==> src/rtl/systolic_writeback_if.sv <==
// Handshake and data bundle between the control FSM / array and the writeback stage.
// master drives start, results and FIFO full; slave (the writeback stage) drives FIFO writes and status.
interface systolic_writeback_if #(
    parameter int datawith   = 16,
    parameter int accwidth   = 32,
    parameter int array_size = 2
);
    localparam int NUM = array_size * array_size;

    logic                    write_start;
    logic [NUM*accwidth-1:0] result_bus;
    logic                    wfull;
    logic                    winc;
    logic [datawith-1:0]     wdata;
    logic                    write_done;
    logic                    busy;

    modport master (
        output write_start,
        output result_bus,
        output wfull,
        input  winc,
        input  wdata,
        input  write_done,
        input  busy
    );

    modport slave (
        input  write_start,
        input  result_bus,
        input  wfull,
        output winc,
        output wdata,
        output write_done,
        output busy
    );
endinterface

==> src/rtl/systolic_writeback.sv <==
// Snapshots the array's NUM accumulators on a write_start rising edge and streams them to the output FIFO.
// Latency: first write one cycle after the start edge, write_done one cycle after the last write.
// Backpressure: wfull stalls the stream in place; SYSTOLIC_WB_SATURATE_EN selects saturating conversion.
module systolic_writeback #(
    parameter int datawith   = 16,
    parameter int accwidth   = 32,
    parameter int array_size = 2
) (
    input  logic                 clk,
    input  logic                 rst,
    systolic_writeback_if.slave  bus
);
    localparam int NUM = array_size * array_size;
    localparam int CW  = (NUM > 1) ? $clog2(NUM) : 1;

    typedef enum logic [1:0] {
        IDLE = 2'd0,
        SEND = 2'd1,
        DONE = 2'd2
    } state_t;

    state_t              state_q;
    state_t              state_d;
    logic [CW-1:0]       cnt_q;
    logic [CW-1:0]       cnt_d;
    logic                start_q;
    logic [accwidth-1:0] buf_q [NUM];

    logic                start_edge;
    logic                fire;
    logic                last;
    logic [accwidth-1:0] cur_acc;
    logic [datawith-1:0] conv;

    assign start_edge = bus.write_start & ~start_q;
    assign fire       = (state_q == SEND) & ~bus.wfull;
    assign last       = (cnt_q == CW'(NUM - 1));
    assign cur_acc    = buf_q[cnt_q];

    // State register
    always_ff @(posedge clk or negedge rst) begin
        if (!rst) begin
            state_q <= IDLE;
        end else begin
            state_q <= state_d;
        end
    end

    // Next-state logic
    always_comb begin
        state_d = state_q;
        case (state_q)
            IDLE:    if (start_edge) state_d = SEND;
            SEND:    if (fire && last) state_d = DONE;
            DONE:    state_d = IDLE;
            default: state_d = IDLE;
        endcase
    end

    // Element counter: advances only on an accepted write
    always_comb begin
        cnt_d = cnt_q;
        case (state_q)
            IDLE:    if (start_edge) cnt_d = '0;
            SEND:    if (fire) cnt_d = cnt_q + CW'(1);
            DONE:    cnt_d = '0;
            default: cnt_d = '0;
        endcase
    end

    always_ff @(posedge clk or negedge rst) begin
        if (!rst) begin
            cnt_q   <= '0;
            start_q <= 1'b0;
        end else begin
            cnt_q   <= cnt_d;
            start_q <= bus.write_start;
        end
    end

    // Snapshot is taken only on an accepted start, so later result_bus changes are invisible
    always_ff @(posedge clk or negedge rst) begin
        if (!rst) begin
            for (int i = 0; i < NUM; i++) buf_q[i] <= '0;
        end else if (state_q == IDLE && start_edge) begin
            for (int i = 0; i < NUM; i++) buf_q[i] <= bus.result_bus[i*accwidth +: accwidth];
        end
    end

`ifdef SYSTOLIC_WB_SATURATE_EN
    // In range when every bit above the datawith sign bit matches it
    logic [accwidth-datawith:0] acc_top;
    assign acc_top = cur_acc[accwidth-1:datawith-1];

    always_comb begin
        conv = cur_acc[datawith-1:0];
        if (!((&acc_top) || (~|acc_top))) begin
            conv = cur_acc[accwidth-1] ? {1'b1, {(datawith-1){1'b0}}}
                                       : {1'b0, {(datawith-1){1'b1}}};
        end
    end
`else
    assign conv = cur_acc[datawith-1:0];

    generate
        if (accwidth > datawith) begin : g_trunc
            logic unused_acc_hi;
            assign unused_acc_hi = ^cur_acc[accwidth-1:datawith];
        end
    endgenerate
`endif

    // Output logic
    always_comb begin
        bus.winc       = 1'b0;
        bus.wdata      = '0;
        bus.write_done = 1'b0;
        bus.busy       = 1'b0;
        case (state_q)
            SEND: begin
                bus.busy  = 1'b1;
                bus.winc  = ~bus.wfull;
                bus.wdata = conv;
            end
            DONE: begin
                bus.busy       = 1'b1;
                bus.write_done = 1'b1;
            end
            default: ;
        endcase
    end
endmodule

==> src/flat_wrapper.sv <==
// flat-port wrapper written by rule: the top's interface ports become plain ports
module systolic_writeback_flat 
#(
    parameter int datawith   = 16,
    parameter int accwidth   = 32,
    parameter int array_size = 2
)
  (clk, rst, bus_write_start, bus_result_bus, bus_wfull, bus_winc, bus_wdata, bus_write_done, bus_busy);
  systolic_writeback_if #(.datawith(datawith), .accwidth(accwidth), .array_size(array_size)) bus_i ();
  input  logic clk;
  input  logic rst;
  input wire logic [$bits(bus_i.write_start)-1:0] bus_write_start;
  input wire logic [$bits(bus_i.result_bus)-1:0] bus_result_bus;
  input wire logic [$bits(bus_i.wfull)-1:0] bus_wfull;
  output wire logic [$bits(bus_i.winc)-1:0] bus_winc;
  output wire logic [$bits(bus_i.wdata)-1:0] bus_wdata;
  output wire logic [$bits(bus_i.write_done)-1:0] bus_write_done;
  output wire logic [$bits(bus_i.busy)-1:0] bus_busy;
  assign bus_i.write_start = bus_write_start;
  assign bus_i.result_bus = bus_result_bus;
  assign bus_i.wfull = bus_wfull;
  assign bus_winc = bus_i.winc;
  assign bus_wdata = bus_i.wdata;
  assign bus_write_done = bus_i.write_done;
  assign bus_busy = bus_i.busy;
  systolic_writeback #(.datawith(datawith), .accwidth(accwidth), .array_size(array_size)) u_core (.clk(clk), .rst(rst), .bus(bus_i));
endmodule
==> config.mk <==
export PLATFORM = sky130hd
export DESIGN_NAME = systolic_writeback_flat
export DESIGN_NICKNAME = d
export VERILOG_FILES = /design/src/rtl/systolic_writeback_if.sv /design/src/rtl/systolic_writeback.sv /design/src/flat_wrapper.sv
export SDC_FILE = /design/constraint.sdc
export NUM_CORES = 1
export LEC_CHECK = 0
export CORE_MARGIN = 8
export CORE_UTILIZATION = 43
export CTS_BUF_LIST = sky130_fd_sc_hd__clkbuf_8
export CTS_CLUSTER_DIAMETER = 40
export DETAILED_ROUTE_END_ITERATION = 8
export GPL_TIMING_DRIVEN = 0
export PLACE_DENSITY = 0.83
export SKIP_LAST_GASP = 1
export SLEW_MARGIN = 20
export SYNTH_ARGS = -nofsm -noshare
export SYNTH_HDL_FRONTEND = slang
export SYNTH_SLANG_ARGS = --single-unit
==> constraint.sdc <==
create_clock -name clk -period 2.01 [get_ports clk]
set_input_delay 0.201 -clock clk [delete_from_list [all_inputs] [get_ports clk]]
set_output_delay 0.201 -clock clk [all_outputs]
set_load 0.02 [all_outputs]
==> insert_results.sql <==
INSERT INTO impl_metrics (metric_group, metric, value, unit) VALUES
('logic_synthesis', 'post_synth_inst_count', '199', ''),
('layout', 'insertedDiodeCount', '0', ''),
('clock_network', 'cts_buffers', '9', ''),
('global_routing', 'grt_antenna_before_repair', '0', ''),
('sta', 'timing.max_slew.rel_slack', '71.5', '%'),
('clock_network', 'cts_root_buf', 'sky130_fd_sc_hd__clkbuf_8', ''),
('global_routing', 'grt_pass1_vias', '2380', ''),
('sta', 'timing_hold_violations_final', '0', ''),
('sta', 'final-max-slew-violation-count', '0', ''),
('critical_path', 'timing.critical_path.fanout_max', '6', ''),
('power', 'share_clk_of_total_power', '15.6', '%'),
('layout', 'finish.utilization', '62.9', '%'),
('detailed_routing', 'detail_route.iter0.violations', '65', ''),
('die', 'core_region_area', '7250', 'sq um'),
('placement', 'port-buffer-count', '86', ''),
('sta', 'upper_clock_frequency_limit', '0.499', 'GHz'),
('critical_path', 'path_class', 'register to output port', ''),
('critical_path', 'r2r-start', 'u_core.state_q[0]', ''),
('detailed_routing', 'detail_route.vias_per_cell', '5.11', ''),
('placement', 'gp_congestion', '0.719', ''),
('detailed_routing', 'routedLengthMet1', '3.41', 'mm'),
('clock_network', 'worstSkewPairLatency', '0.33', 'ns'),
('flow_run', 'cap_viol_max_count', '0', ''),
('clock_network', 'clkSinkCount', '69', ''),
('detailed_routing', 'antenna_left', '0', ''),
('power', 'power_leakage', '1.95', 'nW'),
('power', 'seqPwrFrac', '39.3', '%'),
('critical_path', 'reg2reg_setup_slack', '0.14', 'ns'),
('clock_network', 'clk_transition_reported_paths', '0.07', 'ns'),
('die', 'die_width', '103', 'um'),
('sta', 'setup_violations', '0', ''),
('sta', 'setup-tns-final', '0', 'ns'),
('clock_network', 'max-clock-path-buffers', '2', ''),
('sta', 'grt_setup_unrepaired', 'true', ''),
('die', 'num_io_pins', '151', ''),
('global_routing', 'total_overflow_reported_by_the_global_router', '0', ''),
('power', 'internal_power', '4.32', 'mW'),
('logic_synthesis', 'syn_avg_cell_area', '16.2', 'sq um'),
('detailed_routing', 'drcViolationCount', '0', ''),
('critical_path', 'crit_path_end_kind', 'output port', ''),
('global_routing', 'track_usage', '16.0', '%'),
('die', 'chipHeight', '103', 'um'),
('clock_network', 'tritoncts', 'yes', ''),
('logic_synthesis', 'most_area_hungry_cell_type_in_the_yosys_netlist', 'sky130_fd_sc_hd__dfrtp_1', ''),
('sta', 'worst-slew-pin-transition', '0.417', 'ns'),
('logic_synthesis', 'synth.ff_latch_count', '69', ''),
('critical_path', 'worst-endpoint-arrival', '1.80', 'ns'),
('power', 'net-switching-power', '1.88', 'mW'),
('detailed_routing', 'drt_pass1_iterations', '4', ''),
('layout', 'final_net_count', '442', ''),
('logic_synthesis', 'postSynthNetCount', '336', ''),
('critical_path', 'reg2regPathDepth', '6', ''),
('global_routing', 'grt_pass1_wl', '12.3', 'mm'),
('worst_hold_path', 'hold_path.class', 'primary input to async pin', ''),
('detailed_routing', 'routed_wl', '7.94', 'mm'),
('layout', 'post_layout_nonfiller_instances', '408', ''),
('critical_path', 'worst-endpoint-required', '1.81', 'ns'),
('sta', 'final_critical_path_time_including_i_o_delays_and_setup', '2.00', 'ns'),
('global_routing', 'largest_net_degree_at_the_start_of_global_routing', '51', ''),
('detailed_routing', 'highest_metal_layer_with_signal_wires', 'met4', ''),
('placement', 'dpl_cell_area', '4230', 'sq um'),
('placement', 'detailed_placement_hpwl', '5.46', 'mm'),
('placement', 'place.detailed.instances', '385', ''),
('status', 'result_of_the_run', 'complete, no violations', ''),
('critical_path', 'regToRegEndpoint', 'u_core.buf_q[76]', ''),
('detailed_routing', 'met2_length', '3.98', 'mm'),
('logic_synthesis', 'synth.area.top_cells', 'sky130_fd_sc_hd__dfrtp_1 (54%), sky130_fd_sc_hd__mux2_2 (23%), sky130_fd_sc_hd__mux4_1 (6.5%), sky130_fd_sc_hd__mux4_2 (5.6%), sky130_fd_sc_hd__and2_1 (3.1%)', ''),
('logic_synthesis', 'yosys.area.top_type_share', '53.6', '%'),
('sta', 'fin_ws', '0.00634', 'ns'),
('logic_synthesis', 'synth.yosys.warnings', '0', ''),
('layout', 'final_cell_area', '4560', 'sq um');
-- registers in the layout, summed over array words and instances (netlist names) --
signal and flops:
u_core.cnt_q 2, u_core.start_q 1, u_core.state_q 2, u_core.buf_q 64
-- worst max-delay path, stage by stage, from the launching register on --
cell	delay, ns
sky130_fd_sc_hd__dfrtp_1	0.38
sky130_fd_sc_hd__buf_8	0.16
sky130_fd_sc_hd__clkbuf_16	0.15
sky130_fd_sc_hd__mux4_2	0.48
sky130_fd_sc_hd__and2_4	0.17
sky130_fd_sc_hd__buf_6	0.12
-- cell usage after synthesis --
master,instances
sky130_fd_sc_hd__mux4_1,8
sky130_fd_sc_hd__ha_1,5
sky130_fd_sc_hd__buf_2,4
sky130_fd_sc_hd__mux2_2,65
sky130_fd_sc_hd__nand2b_1,2
sky130_fd_sc_hd__o21ai_0,1
sky130_fd_sc_hd__buf_12,1
sky130_fd_sc_hd__a2111oi_0,1
sky130_fd_sc_hd__nor2_1,1
sky130_fd_sc_hd__and2_1,16
sky130_fd_sc_hd__clkbuf_1,2
sky130_fd_sc_hd__nand3b_1,1
sky130_fd_sc_hd__a21o_2,1
sky130_fd_sc_hd__inv_1,3
sky130_fd_sc_hd__a21o_1,1
sky130_fd_sc_hd__buf_6,6
sky130_fd_sc_hd__a32o_1,1
sky130_fd_sc_hd__mux4_2,8
sky130_fd_sc_hd__a22o_1,1
sky130_fd_sc_hd__dfrtp_1,69
sky130_fd_sc_hd__nand2_1,1
sky130_fd_sc_hd__a22oi_1,1
-- metal layers --
| metal | vias to the layer above | global-route usage [%] |
|---|---|---|
| li1 | 933 | - |
| met5 | - | 0 |
| met3 | 11 | 4.32 |
| met4 | 0 | 9.03 |
| met1 | 1085 | 18.2 |
| met2 | 57 | 26.5 |
-- worst max-delay path by stage --
stage	from	end	slack (ns)	cells after the start
global route	u_core.cnt_q[0]	bus_wdata[6]	-0.07	5
global placement	rst	u_core.buf_q[12]	-1.59	1
CTS	u_core.cnt_q[0]	bus_wdata[4]	-0.13	5
floorplan	u_core.state_q[0]	u_core.buf_q[0]	0.43	6
detailed placement	u_core.state_q[1]	bus_wdata[4]	-0.56	6
finish	u_core.cnt_q[0]	bus_wdata[6]	0.006	5
-- layout by cell type, fill, tap and decap left out, types with 2 or more instances in the layout --
| master | instances |
|---|---|
| sky130_fd_sc_hd__clkinvlp_4 | 2 |
| sky130_fd_sc_hd__and2_4 | 16 |
| sky130_fd_sc_hd__clkinv_2 | 2 |
| sky130_fd_sc_hd__mux4_2 | 16 |
| sky130_fd_sc_hd__buf_6 | 21 |
| sky130_fd_sc_hd__clkbuf_8 | 10 |
| sky130_fd_sc_hd__mux2_2 | 65 |
| sky130_fd_sc_hd__buf_2 | 2 |
| sky130_fd_sc_hd__inv_1 | 4 |
| sky130_fd_sc_hd__nand2b_1 | 2 |
| sky130_fd_sc_hd__clkbuf_4 | 2 |
| sky130_fd_sc_hd__dfrtp_1 | 69 |
| sky130_fd_sc_hd__clkdlybuf4s50_1 | 67 |
| sky130_fd_sc_hd__buf_12 | 3 |
| sky130_fd_sc_hd__ha_1 | 4 |
| sky130_fd_sc_hd__buf_4 | 7 |
-- power groups by stage --
stage	Combinational, mW	Sequential [mW]	Clock, mW
finish	2.79	2.43	0.967
global route	2.99	2.51	1.08
CTS	2.54	2.41	1.00
detailed placement	2.43	2.42	0
global placement	2.35	2.37	0
floorplan	1.71	2.29	0
-- stage by stage --
stage	power [mW]	hold WS [ns]
final	6.19	0.290
after global routing	6.57	0.298
after CTS	5.95	0.276
after detailed placement	4.84	0.108
after global placement	4.73	0.480
after floorplan	4.00	-0.0946
-- final cells by class --
cell class	count	area (sq um)
flip-flops and latches	69	1730
well taps	99	124
plain buffers	12	128
inverters	3	11.3
clock buffers	10	138
repair buffers	96	1020
fillers	577	2690
multi-input cells	114	1390
clock inverters	5	28.8
-- kinds of logic (layout without fill, tap and decap cells) --
family	after synthesis	in the layout	share of synthesized area (%)
flops	69	69	53.6
compound gates	7	7	1.75
mux	81	81	34.8
fa+ha+maj	5	5	1.94
buf+inv	16	126	3.92
simple gates	21	21	3.96
-- what timing repair did --
item	CTS	global route
gates cloned	0	1
gates resized for setup	83	46
pin swaps	4	7
endpoints found under the hold margin	19	0
buffers inserted	6	1
setup endpoints to repair	17	46
hold buffers	1	0
Power figures use the tool's default switching activity.
